**config.mk**
```make
export PLATFORM = sky130hd
export DESIGN_NAME = hsem_lock_ctrl
export DESIGN_NICKNAME = d
export VERILOG_FILES = /design/src/rtl/hsem_lock_ctrl.sv
export SDC_FILE = /design/constraint.sdc
export NUM_CORES = 1
export LEC_CHECK = 0
export CORE_MARGIN = 3
export CORE_UTILIZATION = 50
export DETAILED_ROUTE_END_ITERATION = 10
export GPL_TIMING_DRIVEN = 0
export PLACE_DENSITY = 0.72
export SYNTH_ARGS = -nofsm -noshare
export SYNTH_HDL_FRONTEND = slang
export SYNTH_SLANG_ARGS = --single-unit
```
**constraint.sdc**
```tcl
create_clock -name hclk -period 4 [get_ports hclk]
set_input_delay 0.8 -clock hclk [delete_from_list [all_inputs] [get_ports hclk]]
set_output_delay 0.8 -clock hclk [all_outputs]
set_load 0.01 [all_outputs]
```
**src/rtl/hsem_lock_ctrl.sv**
```systemverilog
//-----------------------------------------------------------------------------
// hsem_lock_ctrl
//
// Semaphore lock engine of the HSEM block. It takes decoded lock, unlock and
// clear-all requests and holds the lock state of every semaphore: the lock
// bit, the owner core ID and, optionally, the owner process ID. It answers
// each request one cycle later with the resulting status of the addressed
// semaphore. It raises sticky error flags and pulses a free event for each
// semaphore that goes from locked to free.
//
// Configuration macros:
//   HSEM_PROCID_CHECK_EN - when defined, the process ID is stored, and write-
//                          lock and unlock ownership requires both core_id and
//                          proc_id to match. When undefined, only core_id is
//                          stored and compared, and rsp_data[7:0] reads 0.
//   SEMERR_WIDTH         - width of the semerr output (default 4, must be >= 4).
//
// Ports:
//   hclk        in   system clock
//   hresetn     in   synchronous active-low reset
//   req_valid   in   request strobe, one request per cycle
//   req_type    in   00 read-lock, 01 write-lock, 10 unlock, 11 clear-all
//   req_idx     in   semaphore index (ignored for clear-all)
//   req_core_id in   requesting core
//   req_proc_id in   requesting process (ignored for read-lock)
//   req_key     in   key for clear-all; also the value loaded by key_wr_en
//   key_wr_en   in   load the clear key from req_key
//   err_clr     in   clear all semerr bits
//   rsp_valid   out  response strobe, one cycle after req_valid
//   rsp_data    out  {lock, 15'b0, core[7:0], proc[7:0]} after the update
//   sem_locked  out  lock bit per semaphore
//   free_evt    out  one-cycle pulse per semaphore on locked->free
//   semerr      out  sticky errors: [0] unlock by non-owner, [1] lock
//                    contention, [2] index out of range, [3] key mismatch
//-----------------------------------------------------------------------------
`ifndef SEMERR_WIDTH
`define SEMERR_WIDTH 4
`endif

module hsem_lock_ctrl #(
    parameter int NUM_SEM   = 32,
    parameter int CORE_ID_W = 4,
    parameter int PROC_ID_W = 8
) (
    input  logic                     hclk,
    input  logic                     hresetn,
    input  logic                     req_valid,
    input  logic [1:0]               req_type,
    input  logic [5:0]               req_idx,
    input  logic [CORE_ID_W-1:0]     req_core_id,
    input  logic [PROC_ID_W-1:0]     req_proc_id,
    input  logic [15:0]              req_key,
    input  logic                     key_wr_en,
    input  logic                     err_clr,
    output logic                     rsp_valid,
    output logic [31:0]              rsp_data,
    output logic [NUM_SEM-1:0]       sem_locked,
    output logic [NUM_SEM-1:0]       free_evt,
    output logic [`SEMERR_WIDTH-1:0] semerr
);

    localparam int SEMERR_W = `SEMERR_WIDTH;

    localparam logic [1:0] REQ_RDLOCK = 2'b00;
    localparam logic [1:0] REQ_WRLOCK = 2'b01;
    localparam logic [1:0] REQ_UNLOCK = 2'b10;
    localparam logic [1:0] REQ_CLEAR  = 2'b11;

    // Per-semaphore state
    logic [NUM_SEM-1:0]   lock_reg;
    logic [NUM_SEM-1:0]   lock_next;
    logic [CORE_ID_W-1:0] core_reg  [NUM_SEM];
    logic [CORE_ID_W-1:0] core_next [NUM_SEM];
`ifdef HSEM_PROCID_CHECK_EN
    logic [PROC_ID_W-1:0] proc_reg  [NUM_SEM];
    logic [PROC_ID_W-1:0] proc_next [NUM_SEM];
`else
    logic                 unused_proc;
    assign unused_proc = ^req_proc_id;
`endif

    logic [15:0]          key_reg;
    logic                 rsp_valid_reg;
    logic [31:0]          rsp_data_reg;
    logic [31:0]          rsp_data_next;
    logic [NUM_SEM-1:0]   free_evt_reg;
    logic [NUM_SEM-1:0]   free_next;
    logic [3:0]           semerr_reg;
    logic [3:0]           semerr_next;

    // Request decode
    logic is_rd, is_wr, is_unl, is_clr;
    logic idx_ok, key_ok;
    logic [NUM_SEM-1:0] hit_v;
    logic [NUM_SEM-1:0] wr_err_v;
    logic [NUM_SEM-1:0] unl_err_v;

    assign is_rd  = (req_type == REQ_RDLOCK);
    assign is_wr  = (req_type == REQ_WRLOCK);
    assign is_unl = (req_type == REQ_UNLOCK);
    assign is_clr = (req_type == REQ_CLEAR);
    assign idx_ok = (req_idx < 6'(NUM_SEM));
    // Compare against the stored key: a key loaded in the same cycle only
    // applies to later requests.
    assign key_ok = (req_key == key_reg);

    genvar gi;
    generate
        for (gi = 0; gi < NUM_SEM; gi++) begin : g_sem
            logic hit;
            logic own;
            logic do_lock;
            logic do_free;

            assign hit = idx_ok && (req_idx == 6'(gi));
`ifdef HSEM_PROCID_CHECK_EN
            assign own = (core_reg[gi] == req_core_id) && (proc_reg[gi] == req_proc_id);
`else
            assign own = (core_reg[gi] == req_core_id);
`endif
            assign do_lock = req_valid && hit && !lock_reg[gi] && (is_rd || is_wr);
            // Clear-all matches on core only, regardless of the process ID.
            assign do_free = req_valid && lock_reg[gi] &&
                             ((is_unl && hit && own) ||
                              (is_clr && key_ok && (core_reg[gi] == req_core_id)));

            assign lock_next[gi] = do_lock ? 1'b1 : (do_free ? 1'b0 : lock_reg[gi]);
            assign core_next[gi] = do_lock ? req_core_id : (do_free ? '0 : core_reg[gi]);
`ifdef HSEM_PROCID_CHECK_EN
            // Read-lock records process 0.
            assign proc_next[gi] = do_lock ? (is_wr ? req_proc_id : '0)
                                           : (do_free ? '0 : proc_reg[gi]);
`endif
            assign free_next[gi] = do_free;
            assign hit_v[gi]     = hit;
            assign wr_err_v[gi]  = req_valid && is_wr  && hit && lock_reg[gi] && !own;
            assign unl_err_v[gi] = req_valid && is_unl && hit && lock_reg[gi] && !own;
        end
    endgenerate

    // Response reflects the addressed semaphore after this cycle's update.
    always_comb begin
        logic                 sel_lock;
        logic [CORE_ID_W-1:0] sel_core;
        logic [7:0]           sel_proc;
        sel_lock      = 1'b0;
        sel_core      = '0;
        sel_proc      = '0;
        rsp_data_next = '0;
        for (int i = 0; i < NUM_SEM; i++) begin
            if (hit_v[i]) begin
                sel_lock = lock_next[i];
                sel_core = core_next[i];
`ifdef HSEM_PROCID_CHECK_EN
                sel_proc = 8'(proc_next[i]);
`endif
            end
        end
        if (req_valid && idx_ok && !is_clr) begin
            rsp_data_next = {sel_lock, 15'b0, 8'(sel_core), sel_proc};
        end
    end

    // A new error in the same cycle as err_clr survives the clear.
    always_comb begin
        logic [3:0] new_err;
        new_err[0] = |unl_err_v;
        new_err[1] = |wr_err_v;
        new_err[2] = req_valid && !is_clr && !idx_ok;
        new_err[3] = req_valid && is_clr && !key_ok;
        semerr_next = (err_clr ? 4'b0 : semerr_reg) | new_err;
    end

    always_ff @(posedge hclk) begin
        if (!hresetn) begin
            lock_reg      <= '0;
            key_reg       <= '0;
            rsp_valid_reg <= 1'b0;
            rsp_data_reg  <= '0;
            free_evt_reg  <= '0;
            semerr_reg    <= '0;
            for (int i = 0; i < NUM_SEM; i++) begin
                core_reg[i] <= '0;
`ifdef HSEM_PROCID_CHECK_EN
                proc_reg[i] <= '0;
`endif
            end
        end else begin
            lock_reg      <= lock_next;
            rsp_valid_reg <= req_valid;
            rsp_data_reg  <= rsp_data_next;
            free_evt_reg  <= free_next;
            semerr_reg    <= semerr_next;
            if (key_wr_en) begin
                key_reg <= req_key;
            end
            for (int i = 0; i < NUM_SEM; i++) begin
                core_reg[i] <= core_next[i];
`ifdef HSEM_PROCID_CHECK_EN
                proc_reg[i] <= proc_next[i];
`endif
            end
        end
    end

    assign rsp_valid  = rsp_valid_reg;
    assign rsp_data   = rsp_data_reg;
    assign sem_locked = lock_reg;
    assign free_evt   = free_evt_reg;
    assign semerr     = SEMERR_W'(semerr_reg);

endmodule

```
# [Word level (Yosys, flattened, before mapping)]
# Memory sizes are Yosys's and may differ from the RTL's.
# Index checks and enable logic that the tools add are counted.
[word_totals] reg_bits=117 mem_bits_rw=128 wordCells=930 n_memories=1
[classes] n_bitwise=33 eq_ne=67 n_lt_le_gt_ge=1 n_reduce_logical=594 muxes=227
[memory_table] name="core_reg" depth=32 width=4 read_ports=32 rd_ports_with_merged_regs=0 write_ports=32 line="72" rtl="logic [CORE_ID_W-1:0] core_reg [NUM_SEM];"
[op_table] operator="4-bit 2-to-1 mux" n=129
[op_table] operator="1-bit logical AND" n=489
[op_table] operator="4-bit == test" n=32
[op_table] operator="1-bit 2-to-1 mux" n=98
[op_table] operator="6-bit by 5-bit == test with 1-bit output, second input constant" n=16
[op_table] operator="1-bit logical NOT" n=67
[op_table] operator="32-bit OR reduction" n=2
[op_table] operator="6-bit by 4-bit == test with 1-bit output, second input constant" n=8
[op_table] operator="1-bit logical OR" n=33
[op_table] operator="1-bit OR" n=32
[op_table] operator="6-bit by 3-bit == test with 1-bit output, second input constant" n=4
[op_table] operator="16-bit == test" n=1
[op_table] operator="6-bit by 2-bit == test with 1-bit output, second input constant" n=2
[op_table] operator="6-bit by 1-bit == test with 1-bit output, second input constant" n=1
[op_table] operator="6-bit logical NOT" n=1
[op_table] operator="6-bit < comparator, second input constant" n=1
[op_table] operator="2-bit == test, second input constant" n=2
[op_table] operator="4-bit OR" n=1
[op_table] operator="2-bit by 1-bit == test with 1-bit output, second input constant" n=1
[op_table] operator="2-bit logical NOT" n=1
[op_table] operator="2-bit AND reduction" n=1

# [Longest topological paths before layout]
# Gate-level depths: netlist of the first run.
[logic_depth] ltp_word=40 ltp_mapped=13 depth_no_buf=10

# [Least setup slack after synthesis of the first run]
# OpenSTA, ideal clock, no wires.
[synth_timing] kind="in2reg" start="in req_core_id[3]" end="reg rsp_data_reg[8] (netlist: rsp_data[8])" setup_slack_ns=0.741 required_time_ns=3.883 cell_stages=11 arrival_ns=3.143 setup_time_ns=0.117 cell_sequence="buf_2 -> buf_4 -> buf_4 -> xor2_1 -> nor4_1 -> o2111ai_4 -> a31o_1 -> o211a_1 -> a211oi_2 -> a221oi_2 -> o22a_1"
[synth_between] elab_chain_len=38 word_cells_on_any_way=256 classes_between="32 x eq/ne; 96 x mux; 128 x reduce/logical"
[synth_rtl] element="from (decl)" line="50" rtl="input logic [CORE_ID_W-1:0] req_core_id,"
[synth_rtl] element="4-bit == test" line="119, 125"
[synth_rtl] element="1-bit logical AND, on equally long branches" line="124, 125"
[synth_rtl] element="1-bit logical OR" line="124" rtl="((is_unl && hit && own) ||"
[synth_rtl] element="1-bit logical AND" line="123" rtl="assign do_free = req_valid && lock_reg[gi] &&"
[synth_rtl] element="4-bit 2-to-1 mux (2 in a row)" line="128" rtl="assign core_next[gi] = do_lock ? req_core_id : (do_free ? '0 : core_reg[gi]);"
[synth_rtl] element="4-bit 2-to-1 mux (31 in a row)" line="151" rtl="if (hit_v[i]) begin"
[synth_rtl] element="4-bit 2-to-1 mux *" line="151"
[synth_rtl] element="to (signal assigned)" line="191" rtl="rsp_data_reg <= rsp_data_next;"
[synth_rtl] element="to (decl)" line="84" rtl="logic [31:0] rsp_data_reg;"
# Every way passes the cells marked *; elsewhere a longest branch is shown, timed or not.
# A chain may end at the register's enable or synchronous reset.

# [Worst setup path in the final report of the first run]
[layout_timing] start="in req_type[0]" end="reg rsp_data_reg[31] (netlist: rsp_data[31])"
[layout_between] elab_chain_len=39 word_cells_on_any_way=297 classes_between="3 x eq/ne; 96 x mux; 198 x reduce/logical"
[layout_rtl] element="from (decl)" line="48" rtl="input logic [1:0] req_type,"
[layout_rtl] element="2-bit == test, on equally long branches" line="100, 101"
[layout_rtl] element="1-bit logical AND, on equally long branches (2 in a row)" line="124, 125"
[layout_rtl] element="1-bit logical OR" line="124"
[layout_rtl] element="1-bit logical AND" line="123"
[layout_rtl] element="1-bit 2-to-1 mux (2 in a row)" line="127" rtl="assign lock_next[gi] = do_lock ? 1'b1 : (do_free ? 1'b0 : lock_reg[gi]);"
[layout_rtl] element="1-bit 2-to-1 mux (32 in a row)" line="151"
# Parallel ways exist; a longest one is shown, timed or not.

==> results of run 1 <==
## worst max-delay path: cells and delay by family
kind / cells / cell delay (ns)
AO/OA/AOI/OAI: 6 / 1.95
AND/OR/NAND/NOR: 2 / 0.61
buffers and inverters: 2 / 1.25
## kinds of logic (layout without fill, tap and decap cells)
family | after synthesis | count (layout) | share of synthesized area [%]
flops | 218 | 218 | 32.15
simple gates | 751 | 751 | 28.01
other cells | 1 | 30 | 0.02763
buf+inv | 165 | 323 | 5.900
compound gates | 460 | 460 | 23.07
xor+xnor | 144 | 144 | 9.347
mux | 20 | 20 | 1.484
## power groups by stage
stage          combinational [mW]  sequential, mW  clock (mW)
2_1_floorplan               0.379            2.26           0
3_3_place_gp                0.691            2.26           0
3_5_place_dp                0.692            2.26           0
4_1_cts                     0.726            2.22        2.36
5_1_grt                     0.804            2.22        2.46
6_report                    0.811            2.22        2.39
## cell type report
class | instances | area (um^2)
sequential | 218 | 4364
fill | 2276 | 9618
antenna | 3 | 7.507
clock buffer | 35 | 733.2
tap | 335 | 419.2
buffer | 146 | 872.1
inverter | 18 | 71.32
multi-input combinational | 1402 | 9049
clock inverter | 9 | 95.09
timing repair buffer | 115 | 1125
## cell usage in the layout (no fill, tap or decap), types with 17 or more instances in the layout
| master | count |
|---|---|
| a21oi_1 | 109 |
| a22oi_1 | 32 |
| a31oi_1 | 40 |
| and2_1 | 60 |
| and3_1 | 26 |
| buf_2 | 24 |
| buf_4 | 55 |
| clkbuf_1 | 41 |
| clkbuf_16 | 25 |
| clkbuf_2 | 20 |
| clkdlybuf4s50_1 | 97 |
| conb_1 | 27 |
| dfxtp_1 | 218 |
| mux2i_1 | 19 |
| nand2_1 | 176 |
| nand3_1 | 78 |
| nand4_1 | 19 |
| nor2_1 | 206 |
| nor3_1 | 30 |
| nor4_1 | 27 |
| o211ai_1 | 18 |
| o21ai_0 | 64 |
| or3_1 | 23 |
| xnor2_1 | 17 |
| xor2_1 | 124 |
## layer usage
metal | vias up | global-route usage (%) | share of wire [%] | wire length, um
li1 | 6706 | - | - | -
met1 | 7584 | 59.98 | 35 | 25680
met2 | 1622 | 66.22 | 39 | 28330
met3 | 473 | 18.74 | 16 | 11890
met4 | 4 | 36.23 | 9.7 | 7059
met5 | - | 0 | 0.030 | 22
## synthesized netlist by cell type, drive strengths merged (7+ instances only)
cell,number,share of area [%]
a211oi,13,0.76
a21oi,112,4.1
a221oi,15,1.0
a22o,8,0.52
a22oi,33,1.8
a2bb2oi,7,0.45
a31o,7,0.45
a31oi,41,1.9
and2,62,2.9
and3,28,1.3
buf,79,3.5
clkbuf,68,1.9
dfxtp,218,32
inv,15,0.41
mux2i,19,1.4
nand2,184,5.1
nand3,78,2.9
nand4,20,0.97
nor2,217,6.2
nor3,46,1.8
nor4,48,2.9
o2111ai,16,1.2
o211a,8,0.59
o211ai,18,1.0
o21a,8,0.44
o21ai,79,2.9
o221ai,11,0.71
o22ai,16,0.74
or2,7,0.32
or3,23,1.1
xnor2,20,1.3
xor2,124,8.0
## through the flow
step | power [mW] | TNS [ns] | setup slack, ns | hold slack [ns]
6_report | 5.423 | -0.8759 | -0.2390 | 0.5004
2_1_floorplan | 2.640 | 0 | 0.7405 | 0.4611
4_1_cts | 5.305 | 0 | 0.006434 | 0.4954
3_5_place_dp | 2.956 | -59.19 | -2.295 | 0.4875
3_3_place_gp | 2.954 | -59.03 | -2.292 | 0.4733
5_1_grt | 5.483 | -0.2361 | -0.07846 | 0.5180
## worst paths after layout
path / endpoint / cells after the start / start / slack, ns
max: rsp_data[31] / 10 / req_type[0] / -0.24
min: core_reg[1][1] / 2 / core_reg[1][1] / 0.50
max reg2reg: rsp_data[31] / 12 / key_reg[0] / 0.21
min reg2reg: core_reg[1][1] / 2 / core_reg[1][1] / 0.50
## repair_timing
item                       in CTS  in global routing
buffers inserted                9                  7
pin swaps                       9                 15
resized for setup             112                 77
setup endpoints to repair      58                  7
==> qor.json, run 1 <==
{
  "detail_route.first_pass.iterations": 8,
  "post_synth_num_cell_types": 93,
  "fin_crit_ns": 4.239,
  "fmax_mhz": 235.9,
  "maxSlewHeadroom_pct": 11.79,
  "leakage_power_of_the_design_nw": 6.244,
  "dpl.cell_count": 2219,
  "max-cap-violations": 0,
  "period_share_pct": 106.0,
  "synth-seq-area-share_pct": 32.15,
  "antenna_found_initial": 5,
  "pwr-share-clk_pct": 44.2,
  "worst_ep_arrival_time_ns": 4.62,
  "synthesis.yosys.warnings": 0,
  "cp_slowest_cell": "clkdlybuf4s50_1",
  "power_report.internal_total_mw": 3.817,
  "core_area_um2": 26350,
  "grt_start_max_net_pins": 13,
  "fin_cells": 2281,
  "critical_path.cell_chain": "clkdlybuf4s50_1 -> and2_1 -> clkbuf_1 -> nand2_2 -> a21oi_2 -> o21a_1 -> a31oi_1 -> a2111oi_1 -> o31a_1 -> a2111oi_0",
  "timing.final.hold_violations": 0,
  "worst_slew_pin_slew_ns": 1.323,
  "violations": "setup timing",
  "hpwl_after_detailed_placement_um": 50630,
  "dieArea_um2": 29160,
  "synth_flop_cell": "dfxtp_1",
  "dpl_cell_area_um2": 15080,
  "cts.htree.levels": 1,
  "worst_setup_hold_path_clk_slew_ns": 0.06,
  "status": "finished with violations",
  "cts_max_path_buffers": 3,
  "cts-hold-fix-buffers": 0,
  "place_congestion": 1.113,
  "share_comb_of_total_power_pct": 15.0,
  "antenna_left": 0,
  "netlist_instances": 1759,
  "die_height_um": 170.8,
  "syn-cell-area_um2": 13570,
  "worst_setup_path_end_kind": "flop",
  "synth-seq-cells": 218,
  "post_drt_wl_per_cell_um": 32.00,
  "floorplan.initialDensity_pct": 51.50,
  "fin_util_pct": 63.50,
  "drt-initial-drc-count": 3026,
  "grt-ovfl-total": 0,
  "ctsRootBufferMaster": "clkbuf_16",
  "finalWorstSetupSlack_ns": -0.2390,
  "critical_path.max_fanout": 9,
  "largest_reg_flops": 128,
  "ir_worst_vdd_uv": 381.7,
  "clock_skew_ns": 0.01684,
  "postSynth.asyncResetShare_pct": 0,
  "area_growth_pct": 23.30,
  "global_route_wire_length_before_repair_um": 102600,
  "stdcell_area_um2": 16740,
  "num_vias": 16390,
  "die_x_um": 170.8,
  "synth-edff-count": 0,
  "synth.avg_cell_area_um2": 7.716,
  "cp_slowest_stage_delay_ns": 0.67,
  "drc": 0,
  "crit_path_start_kind": "input port",
  "rsz0062_at_grt": "true",
  "seq_power_share_pct": 40.9,
  "setup-violations-final": 7,
  "port_buffers": 99,
  "grt_pass1_vias": 15140,
  "power-per-cell-area_nw_per_um2": 324.1,
  "total_number_of_nets_in_the_final_design": 1967,
  "cts_tree": "yes",
  "grtUsageTotal_pct": 48.03,
  "clock-sinks": 218,
  "critPathKind": "input port to flop",
  "net-switching-power_mw": 1.607,
  "core.rowCount": 59,
  "routed_via_density": 7.185,
  "tritoncts.num_buffers": 25,
  "worstSkewPairLatency_ns": 0.55,
  "drive_above_1_share_pct": 14.67,
  "report.final.slew_viol_count": 0,
  "timing.critical_path.required_ns": 4.38,
  "min-delay-path-class": "flop to flop",
  "wl_um": 72980,
  "ioPinCount": 142,
  "switching_share_pct": 29.63
}
(Power assumes the default switching activity.)
==> inputs of run 2 (changes only) <==
- CTS_CLUSTER_DIAMETER: not set -> 40
==> qor.json, run 2 (synthesis results as in run 1) <==
{
  "status": "finished with violations",
  "violations": "setup timing",
  "num-fill-cells": {"value": 2236, "change": "-1.8%"},
  "grt-ovfl-total": {"value": 0, "change": "unchanged"},
  "fin_crit": {"value": 4.228, "unit": "ns", "change": "-0.01075 ns"},
  "worst_setup_path_end_kind": "flop",
  "port_buffers": {"value": 99, "change": "unchanged"},
  "hpwl_after_detailed_placement": {"value": 50630, "unit": "um", "change": "unchanged"},
  "ctsRootBufferMaster": "clkbuf_16",
  "report.final.slew_viol_count": {"value": 0, "change": "unchanged"},
  "num_vias": {"value": 16490, "change": "+0.59%"},
  "worst_ep_arrival_time": {"value": 4.66, "unit": "ns", "change": "+0.04 ns"},
  "seqCellArea": {"value": 4364, "unit": "um^2", "change": "unchanged"},
  "cts_tree": "yes",
  "dpl.cell_count": {"value": 2219, "change": "unchanged"},
  "worst_setup_hold_path_clk_slew": {"value": 0.05, "unit": "ns", "change": "about the same"},
  "critical_path.top_delay_family": "buffers and inverters",
  "leakage_power_of_the_design": {"value": 6.425, "unit": "nW", "change": "+2.9%"},
  "clock-sinks": {"value": 218, "change": "unchanged"},
  "cts.htree.levels": {"value": 2, "change": "+1"},
  "timing.critical_path.required": {"value": 4.43, "unit": "ns", "change": "+0.05 ns"},
  "fmax": {"value": 236.5, "unit": "MHz", "change": "+0.25%"},
  "clock_skew": {"value": 0.02989, "unit": "ns", "change": "+0.01305 ns"},
  "largest_reg_flops": {"value": 128, "change": "unchanged"},
  "tritoncts.num_buffers": {"value": 38, "change": "+52%"},
  "ir_worst_vdd": {"value": 349.5, "unit": "uV", "change": "-8.4%"},
  "die_x": {"value": 170.8, "unit": "um", "change": "unchanged"},
  "min-delay-path-class": "flop to flop",
  "drt-initial-drc-count": {"value": 3123, "change": "+3.2%"},
  "cp_slowest_stage_delay": {"value": 0.54, "unit": "ns", "change": "-0.13 ns"},
  "post_drt_wl_per_cell": {"value": 31.90, "unit": "um", "change": "-0.31%"},
  "drive_above_1_share": {"value": 15.62, "unit": "%", "change": "+0.96 points"},
  "ioPinCount": {"value": 142, "change": "unchanged"},
  "hold-worst-slack": {"value": 0.4988, "unit": "ns", "change": "-0.001588 ns"},
  "finalWorstSetupSlack": {"value": -0.2283, "unit": "ns", "change": "+0.01075 ns"},
  "cp.buffers_inverters": {"value": 5, "change": "+3"},
  "timing.final.hold_violations": {"value": 0, "change": "unchanged"},
  "antenna_found_initial": {"value": 0, "change": "-5"},
  "critical_path.max_fanout": {"value": 10, "change": "+1"},
  "cp_slowest_cell": "nor3_1",
  "global_route_wire_length_before_repair": {"value": 103300, "unit": "um", "change": "+0.65%"},
  "maxSlewHeadroom": {"value": 12.76, "unit": "%", "change": "+0.96 points"},
  "detail_route.first_pass.iterations": {"value": 9, "change": "+1"},
  "die_height": {"value": 170.8, "unit": "um", "change": "unchanged"},
  "max-cap-violations": {"value": 0, "change": "unchanged"},
  "cts-hold-fix-buffers": {"value": 0, "change": "unchanged"},
  "drc": {"value": 0, "change": "unchanged"},
  "fin_cells": {"value": 2303, "change": "+0.96%"},
  "grtUsageTotal": {"value": 48.44, "unit": "%", "change": "+0.41 points"},
  "total_number_of_nets_in_the_final_design": {"value": 1978, "change": "+0.56%"},
  "power-per-cell-area": {"value": 374.4, "unit": "nW/um^2", "change": "+16%"},
  "period_share": {"value": 105.7, "unit": "%", "change": "-0.27 points"},
  "dieArea": {"value": 29160, "unit": "um^2", "change": "unchanged"},
  "critical_path.cell_chain": "buf_2 -> buf_4 -> buf_4 -> buf_2 -> clkbuf_4 -> nand2_1 -> o211a_1 -> a22oi_1 -> nand4_1 -> nor3_1 -> nor3_1 -> a211oi_1",
  "crit_path_start_kind": "input port",
  "place_congestion": {"value": 1.113, "change": "unchanged"},
  "antenna_left": {"value": 0, "change": "unchanged"},
  "cts_max_path_buffers": {"value": 3, "change": "unchanged"},
  "grt_pass1_vias": {"value": 15320, "change": "+1.2%"},
  "mostFrequentLayoutCell": "dfxtp_1",
  "area_growth_pct": 26.35,
  "grt_start_max_net_pins": {"value": 13, "change": "unchanged"},
  "totalPowerFinal": {"value": 6.420, "unit": "mW", "change": "+18%"},
  "core.rowCount": {"value": 59, "change": "unchanged"},
  "routed_via_density": {"value": 7.158, "change": "-0.38%"},
  "setup-violations-final": {"value": 7, "change": "unchanged"},
  "multiInputGateArea": {"value": 9024, "unit": "um^2", "change": "-0.28%"},
  "floorplan.initialDensity": {"value": 51.50, "unit": "%", "change": "unchanged"},
  "worstSkewPairLatency": {"value": 0.54, "unit": "ns", "change": "about the same"},
  "layout.cells.most_common_list": "dfxtp_1, nor2_1, nand2_1",
  "fin_util": {"value": 65.07, "unit": "%", "change": "+1.6 points"},
  "rsz0062_at_grt": "true",
  "worst_slew_pin_slew": {"value": 1.309, "unit": "ns", "change": "-0.01445 ns"},
  "critPathKind": "input port to flop",
  "wl": {"value": 73460, "unit": "um", "change": "+0.65%"},
  "pre_cts_slack": {"value": -2.295, "unit": "ns", "change": "unchanged"},
  "core_area": {"value": 26350, "unit": "um^2", "change": "unchanged"}
}
## run 2: routing by layer
| layer | track usage [%] | vias up | part of all wire [%] |
|---|---|---|---|
| met3 | 19.78 | 462 | 17 |
| met5 | 1.505 | - | 0 |
| li1 | - | 6727 | - |
| met2 | 66.65 | 1646 | 39 |
| met1 | 59.80 | 7650 | 34 |
| met4 | 36.83 | 0 | 9.1 |
## run 2: stage by stage
stage	area [um^2]	setup TNS [ns]
finish	17150	-0.8247
global route	17140	-0.2822
CTS	16820	-0.003822
detailed placement	15080	-59.19
global placement	15080	-59.03
floorplan	13670	0
## run 2: report_power, final
group          total, mW  switching [mW]  internal [mW]  leakage (nW)
sequential          2.22          0.0221           2.20          1.76
combinational      0.810           0.586          0.224          4.05
clock               3.39            1.30           2.09         0.619
total               6.42            1.91           4.51          6.43
## run 2: worst reg2reg max path: cells and delay by family, from the launching register on
| kind | cells | cell delay [ns] |
|---|---|---|
| AO/OA/AOI/OAI | 6 | 1.50 |
| XOR/XNOR | 1 | 0.24 |
| buffers and inverters | 4 | 0.77 |
| flip-flops | 1 | 0.32 |
| AND/OR/NAND/NOR | 3 | 0.77 |
## run 2: worst paths after layout
| check | startpoint | endpoint | slack (ns) | depth (start not counted) |
|---|---|---|---|---|
| setup / recovery | req_core_id[1] | rsp_data[9] | -0.23 | 12 |
| setup reg to reg | key_reg[5] | rsp_data[9] | 0.29 | 14 |
| hold reg to reg | core_reg[1][1] | core_reg[1][1] | 0.50 | 2 |
| hold / removal | core_reg[1][1] | core_reg[1][1] | 0.50 | 2 |
## run 2: area by class of cell
class / instances / share of cell area, %
Multi-Input combinational cell: 1402 / 52.62
Antenna cell: 3 / 0.04378
Buffer: 146 / 5.042
Tap cell: 335 / 2.444
Inverter: 18 / 0.4159
Sequential cell: 218 / 25.45
Clock buffer: 42 / 5.815
Timing Repair Buffer: 113 / 6.472
Clock inverter: 26 / 1.700
## run 2: timing repair
action	4_1_cts	5_1_grt
resized for setup	113	64
pin swaps	9	8
setup buffers	8	6
setup endpoints to repair	62	7
